`src/rtl/switch_repeat_pulser_pkg.sv`:
```
// Shared types and default timing for the hold-to-repeat button pulser.
// Defaults assume a 25 MHz system clock.
package switch_repeat_pulser_pkg;

    typedef enum logic [1:0] {
        ST_IDLE   = 2'd0,
        ST_ARMED  = 2'd1,
        ST_REPEAT = 2'd2
    } state_e;

    // 0.5 s initial hold delay, 100 ms repeat period at 25 MHz
    localparam int unsigned DEF_DELAY_CYCLES  = 12_500_000;
    localparam int unsigned DEF_REPEAT_CYCLES = 2_500_000;

    function automatic int unsigned max_u(input int unsigned a,
                                          input int unsigned b);
        return (a > b) ? a : b;
    endfunction

endpackage

```
`src/rtl/switch_repeat_pulser_if.sv`:
```
// Button-side bundle: debounced level in, step pulse and repeat flag out.
// master drives the switch, slave is the pulser.
interface switch_repeat_pulser_if;
    logic i_Switch;
    logic o_Pulse;
    logic o_Held;

    modport master (
        output i_Switch,
        input  o_Pulse,
        input  o_Held
    );

    modport slave (
        input  i_Switch,
        output o_Pulse,
        output o_Held
    );
endinterface

```
`src/rtl/switch_repeat_pulser.sv`:
```
// Turns a debounced button level into single-cycle step pulses:
// one on press, one after the hold delay, then periodic until release.
module switch_repeat_pulser
    import switch_repeat_pulser_pkg::*;
#(
    parameter int unsigned DELAY_CYCLES  = DEF_DELAY_CYCLES,
    parameter int unsigned REPEAT_CYCLES = DEF_REPEAT_CYCLES
) (
    input  logic                   i_Clk,
    input  logic                   i_Rst,
    switch_repeat_pulser_if.slave  bus
);

    localparam int unsigned MAX_CYCLES = max_u(DELAY_CYCLES, REPEAT_CYCLES);
    localparam int          CNT_W      = $clog2(MAX_CYCLES + 1);

    // Counter value seen on the edge that completes each interval
    localparam logic [CNT_W-1:0] DELAY_LAST  = CNT_W'(DELAY_CYCLES - 1);
    localparam logic [CNT_W-1:0] REPEAT_LAST = CNT_W'(REPEAT_CYCLES - 1);
    localparam logic [CNT_W-1:0] CNT_MAX     = '1;

    state_e           state_q, state_d;
    logic [CNT_W-1:0] cnt_q, cnt_d;
    logic [CNT_W-1:0] cnt_inc;
    logic             prev_q, prev_d;
    logic             pulse_q, pulse_d;
    logic             held_q, held_d;
    logic             press;

    // Next-state, counter and output decisions; release beats terminal count
    always_comb begin
        state_d = state_q;
        cnt_d   = cnt_q;
        pulse_d = 1'b0;
        held_d  = held_q;
        prev_d  = bus.i_Switch;
        press   = bus.i_Switch && !prev_q;
        cnt_inc = (cnt_q == CNT_MAX) ? cnt_q : cnt_q + CNT_W'(1);

        unique case (state_q)
            ST_IDLE: begin
                held_d = 1'b0;
                if (press) begin
                    pulse_d = 1'b1;
                    cnt_d   = '0;
                    state_d = ST_ARMED;
                end
            end
            ST_ARMED: begin
                if (!bus.i_Switch) begin
                    state_d = ST_IDLE;
                end else if (cnt_q == DELAY_LAST) begin
                    pulse_d = 1'b1;
                    cnt_d   = '0;
                    held_d  = 1'b1;
                    state_d = ST_REPEAT;
                end else begin
                    cnt_d = cnt_inc;
                end
            end
            ST_REPEAT: begin
                if (!bus.i_Switch) begin
                    held_d  = 1'b0;
                    state_d = ST_IDLE;
                end else if (cnt_q == REPEAT_LAST) begin
                    pulse_d = 1'b1;
                    cnt_d   = '0;
                end else begin
                    cnt_d = cnt_inc;
                end
            end
            default: begin
                held_d  = 1'b0;
                state_d = ST_IDLE;
            end
        endcase
    end

    // State and registered outputs; prev resets high so a held button stays quiet
    always_ff @(posedge i_Clk or posedge i_Rst) begin
        if (i_Rst) begin
            state_q <= ST_IDLE;
            cnt_q   <= '0;
            prev_q  <= 1'b1;
            pulse_q <= 1'b0;
            held_q  <= 1'b0;
        end else begin
            state_q <= state_d;
            cnt_q   <= cnt_d;
            prev_q  <= prev_d;
            pulse_q <= pulse_d;
            held_q  <= held_d;
        end
    end

    assign bus.o_Pulse = pulse_q;
    assign bus.o_Held  = held_q;

endmodule

```
`src/flat_wrapper.sv`:
```
// flat-port wrapper written by rule: the top's interface ports become plain ports
module switch_repeat_pulser_flat import switch_repeat_pulser_pkg::*;
#(
    parameter int unsigned DELAY_CYCLES  = DEF_DELAY_CYCLES,
    parameter int unsigned REPEAT_CYCLES = DEF_REPEAT_CYCLES
)
  (i_Clk, i_Rst, bus_i_Switch, bus_o_Pulse, bus_o_Held);
  switch_repeat_pulser_if bus_i ();
  input  logic i_Clk;
  input  logic i_Rst;
  input wire logic [$bits(bus_i.i_Switch)-1:0] bus_i_Switch;
  output wire logic [$bits(bus_i.o_Pulse)-1:0] bus_o_Pulse;
  output wire logic [$bits(bus_i.o_Held)-1:0] bus_o_Held;
  assign bus_i.i_Switch = bus_i_Switch;
  assign bus_o_Pulse = bus_i.o_Pulse;
  assign bus_o_Held = bus_i.o_Held;
  switch_repeat_pulser #(.DELAY_CYCLES(DELAY_CYCLES), .REPEAT_CYCLES(REPEAT_CYCLES)) u_core (.i_Clk(i_Clk), .i_Rst(i_Rst), .bus(bus_i));
endmodule
```
`config.mk`:
```
export PLATFORM = sky130hd
export DESIGN_NAME = switch_repeat_pulser_flat
export DESIGN_NICKNAME = d
export VERILOG_FILES = /design/src/rtl/switch_repeat_pulser_pkg.sv /design/src/rtl/switch_repeat_pulser_if.sv /design/src/rtl/switch_repeat_pulser.sv /design/src/flat_wrapper.sv
export SDC_FILE = /design/constraint.sdc
export NUM_CORES = 1
export LEC_CHECK = 0
export CAP_MARGIN = 0
export CELL_PAD_IN_SITES_DETAIL_PLACEMENT = 1
export CELL_PAD_IN_SITES_GLOBAL_PLACEMENT = 1
export CORE_UTILIZATION = 25
export DETAILED_ROUTE_END_ITERATION = 12
export GPL_TIMING_DRIVEN = 1
export PLACE_DENSITY = 0.46
export SLEW_MARGIN = 0
export SYNTH_ARGS = -nofsm -noshare
export SYNTH_HDL_FRONTEND = slang
export SYNTH_SLANG_ARGS = --single-unit
```
`constraint.sdc`:
```
create_clock -name i_Clk -period 3.9 [get_ports i_Clk]
set_clock_uncertainty 0.15 [all_clocks]
set_input_delay 0.78 -clock i_Clk [delete_from_list [all_inputs] [get_ports i_Clk]]
set_output_delay 0.78 -clock i_Clk [all_outputs]
set_load 0.01 [all_outputs]
```
==> impl_metrics.xml <==
<?xml version="1.0" encoding="UTF-8"?>
<metrics>
  <group name="worst_setup_path">
    <metric name="path_buf_inv" unit="">2</metric>
    <metric name="worstSetupPathType" unit="">input pin to register</metric>
    <metric name="cpLargestDelayFamily" unit="">compound AO/OA/AOI/OAI gates</metric>
    <metric name="critical_path_peak_fanout" unit="">10</metric>
    <metric name="data_arrival_critical_path" unit="ps">3070</metric>
    <metric name="critPathLaunchType" unit="">input pin</metric>
    <metric name="critical_path_required_time" unit="ps">3950</metric>
    <metric name="timing.critical_path.to_type" unit="">register</metric>
    <metric name="max_stage_delay" unit="ps">600</metric>
    <metric name="slowest_stage_cell_on_the_critical_path" unit="">sky130_fd_sc_hd__clkdlybuf4s50_1</metric>
    <metric name="ordered_list_of_cells_on_the_worst_path" unit="">clkdlybuf4s50_1 &gt; a21boi_0 &gt; o21bai_1 &gt; buf_4 &gt; a211o_1 &gt; or4_4 &gt; a21oi_2</metric>
  </group>
  <group name="clocking">
    <metric name="clock_tree.buffer_depth" unit="">2</metric>
    <metric name="insertion_delay" unit="ps">280</metric>
    <metric name="cts.repair.resized" unit="">0</metric>
    <metric name="clk_pin_slew" unit="ps">60</metric>
    <metric name="ctsHoldBuffers" unit="">0</metric>
    <metric name="tritoncts" unit="">done</metric>
    <metric name="cts.root.buffer_cell" unit="">sky130_fd_sc_hd__clkbuf_8</metric>
    <metric name="tritoncts_num_sinks" unit="">29</metric>
    <metric name="post-cts-setup-buffers" unit="">0</metric>
    <metric name="cts_max_level" unit="">2</metric>
    <metric name="cts-buffers-inserted" unit="">5</metric>
  </group>
  <group name="drt">
    <metric name="routed_via_density" unit="">5.088</metric>
    <metric name="drc" unit="">0</metric>
    <metric name="drtPass1Iterations" unit="">4</metric>
    <metric name="dr.first_iter.drc_count" unit="">22</metric>
    <metric name="num_vias" unit="">1501</metric>
    <metric name="wl_per_cell" unit="um">15.23</metric>
    <metric name="route.final.wire_length" unit="um">4494</metric>
    <metric name="drt.antenna.violating_nets" unit="">0</metric>
  </group>
  <group name="timing">
    <metric name="tightestPinTransition" unit="ps">696.8</metric>
    <metric name="max-slew-margin-rel" unit="%">53.45</metric>
    <metric name="tns" unit="ps">0</metric>
    <metric name="final_worst_path_period_share" unit="%">77.33</metric>
    <metric name="hold_viol_final" unit="">0</metric>
    <metric name="setup-violations-final" unit="">0</metric>
    <metric name="final-max-slew-violation-count" unit="">0</metric>
    <metric name="finalCriticalPeriod" unit="ps">3016</metric>
    <metric name="fmax" unit="MHz">331.6</metric>
    <metric name="setup_ws" unit="ps">884.0</metric>
    <metric name="rsz_0062_raised_after_global_routing" unit="">no</metric>
    <metric name="whs" unit="ps">349.9</metric>
  </group>
  <group name="synthesis">
    <metric name="synth-edff-count" unit="">0</metric>
    <metric name="flip_flop_and_latch_count_after_synthesis" unit="">29</metric>
    <metric name="async_reset_ff_share" unit="%">100.0</metric>
    <metric name="yosys.cell_types.count" unit="">48</metric>
    <metric name="proportion_of_synthesized_chip_area_in_sequential_cells" unit="%">40.94</metric>
    <metric name="syn_inst" unit="">188</metric>
    <metric name="ys.warnings.count" unit="">0</metric>
    <metric name="dominantRegCellSynth" unit="">sky130_fd_sc_hd__dfrtp_1</metric>
    <metric name="syn-mean-instance-area" unit="um^2">9.444</metric>
    <metric name="combined_area_of_all_synthesized_cells" unit="mm^2">0.001775</metric>
    <metric name="syn-num-nets" unit="">196</metric>
  </group>
  <group name="global_routing">
    <metric name="antenna_found_initial" unit="">0</metric>
    <metric name="first_global_vias" unit="">1561</metric>
    <metric name="gr-usage-all-layers" unit="%">13.45</metric>
    <metric name="globalRouteOverflowTotal" unit="">0</metric>
    <metric name="grt_pass1_wl" unit="um">7790</metric>
    <metric name="grt_start_max_net_pins" unit="">30</metric>
  </group>
  <group name="final_layout">
    <metric name="layout-area-overhead-vs-synth" unit="%">13.88</metric>
    <metric name="nFillCells" unit="">822</metric>
    <metric name="layout.nets" unit="">206</metric>
    <metric name="fin_cells" unit="">295</metric>
    <metric name="mostFrequentLayoutCell" unit="">sky130_fd_sc_hd__dfrtp_1</metric>
    <metric name="antennaDiodeCount" unit="">0</metric>
    <metric name="drive_gt1_share" unit="%">12.06</metric>
    <metric name="mostFrequentLayoutCells" unit="">28 x sky130_fd_sc_hd__dfrtp_1, 16 x sky130_fd_sc_hd__nor2_1, 14 x sky130_fd_sc_hd__nand2_1</metric>
  </group>
  <group name="placed_design">
    <metric name="io_buffers" unit="">4</metric>
    <metric name="dp_hpwl" unit="um">3380</metric>
    <metric name="place.gp.congestion" unit="">0.7560</metric>
    <metric name="place.detailed.instances" unit="">287</metric>
    <metric name="dp_slack" unit="ps">619.8</metric>
  </group>
  <group name="power">
    <metric name="cellLeakagePower" unit="uW">0.0007242</metric>
    <metric name="powerDensity" unit="mW/mm^2">405.0</metric>
    <metric name="worst_ir_drop_on_vdd" unit="mV">0.1134</metric>
  </group>
  <group name="run_status">
    <metric name="run_status" unit="">finished clean</metric>
  </group>
  <group name="floorplan">
    <metric name="total_die_area" unit="mm^2">0.007443</metric>
    <metric name="ios" unit="">5</metric>
    <metric name="die_height" unit="um">86.27</metric>
    <metric name="die_x" unit="um">86.27</metric>
    <metric name="core_area" unit="mm^2">0.006832</metric>
    <metric name="rows" unit="">30</metric>
    <metric name="starting_utilization_of_the_core_area" unit="%">25.99</metric>
  </group>
  <group name="worst_hold_path">
    <metric name="hold_path.class" unit="">register to register</metric>
  </group>
  <group name="job">
    <metric name="maxCapViolations" unit="">0</metric>
  </group>
</metrics>
==> kinds of logic after synthesis <==
family | synth area share, %
compound gates | 16.91
xor+xnor | 6.413
fa+ha+maj | 3.524
buf+inv | 3.030
flops | 40.94
mux | 1.198
simple gates | 27.98
==> routing by layer <==
layer / share of wire (%) / wire length [um] / vias to the layer above / global-route usage [%]
met5: 0 / 0 / - / 0
met4: 0.96 / 43 / 0 / 4.545
met3: 1.7 / 77 / 4 / 3.143
met2: 49 / 2196 / 11 / 22.73
met1: 48 / 2177 / 756 / 16.86
li1: - / - / 730 / -
==> sequential cells by signal, summed over array words and instances, names as in the netlist <==
register            count
u_core.cnt_q           24
u_core.state_q          2
u_core.bus.o_Held       1
u_core.bus.o_Pulse      1
u_core.prev_q           1
==> final timing paths <==
check / slack, ps / startpoint / cells after the start / endpoint
setup reg to reg: 1260 / u_core.state_q[1] / 8 / u_core.cnt_q[23]
setup / recovery: 880 / bus_i_Switch / 7 / u_core.cnt_q[23]
max in group asynchronous: 2560 / i_Rst / 3 / u_core.prev_q
min in group asynchronous: 720 / i_Rst / 3 / u_core.cnt_q[7]
hold reg to reg: 350 / u_core.bus.o_Held / 2 / u_core.bus.o_Held
hold / removal: 350 / u_core.bus.o_Held / 2 / u_core.bus.o_Held
==> metrics by stage <==
| step | utilization, % | instance area [um^2] | total power (uW) |
|---|---|---|---|
| floorplan | - | 1775 | 525.2 |
| finish | 29.60 | 2022 | 818.8 |
| detailed placement | 28.42 | 1942 | 592.7 |
| global route | 29.60 | 2022 | 877.2 |
| global placement | 28.42 | 1942 | 585.4 |
| CTS | 29.60 | 2022 | 837.3 |
==> cell type report <==
class	instances	area (um^2)	share of cell area [%]
inverter	4	15.01	0.7426
clock buffer	8	80.08	3.960
multi-input combinational	148	994.7	49.20
tap	96	120.1	5.941
timing repair buffer	10	85.08	4.208
sequential	29	726.9	35.95
==> tightest hold or removal path, cell delays in order, from the launching register on <==
cell                      delay (ps)
sky130_fd_sc_hd__dfrtp_1         350
sky130_fd_sc_hd__nand2_1          50
sky130_fd_sc_hd__o31ai_1          60
==> synthesized netlist by cell type (all sizes together) (2+ instances only) <==
library cell,count,area share (%)
inv,4,0.85
nand2,14,3.0
nor2,16,3.4
a211o,2,1.1
nor4,5,1.8
dfrtp,28,39
clkbuf,4,0.85
nand4,7,2.8
nand2b,3,1.1
o31ai,6,2.5
or3,5,1.8
nand4b,2,0.99
or4,7,3.7
a21oi,13,3.9
and4,5,2.5
a2111oi,2,0.99
a211oi,6,2.5
buf,3,1.3
nand3,9,2.5
ha,5,3.5
o21ai,7,2.0
nor3,6,1.7
xor2,2,0.99
xnor2,11,5.4
a21o,2,0.85
==> power by group <==
group          switching (uW)  internal (uW)  total (uW)
Sequential               18.5            320         339
Clock                     111            127         237
Combinational             153           90.2         243
Power figures use the tool's default switching activity.
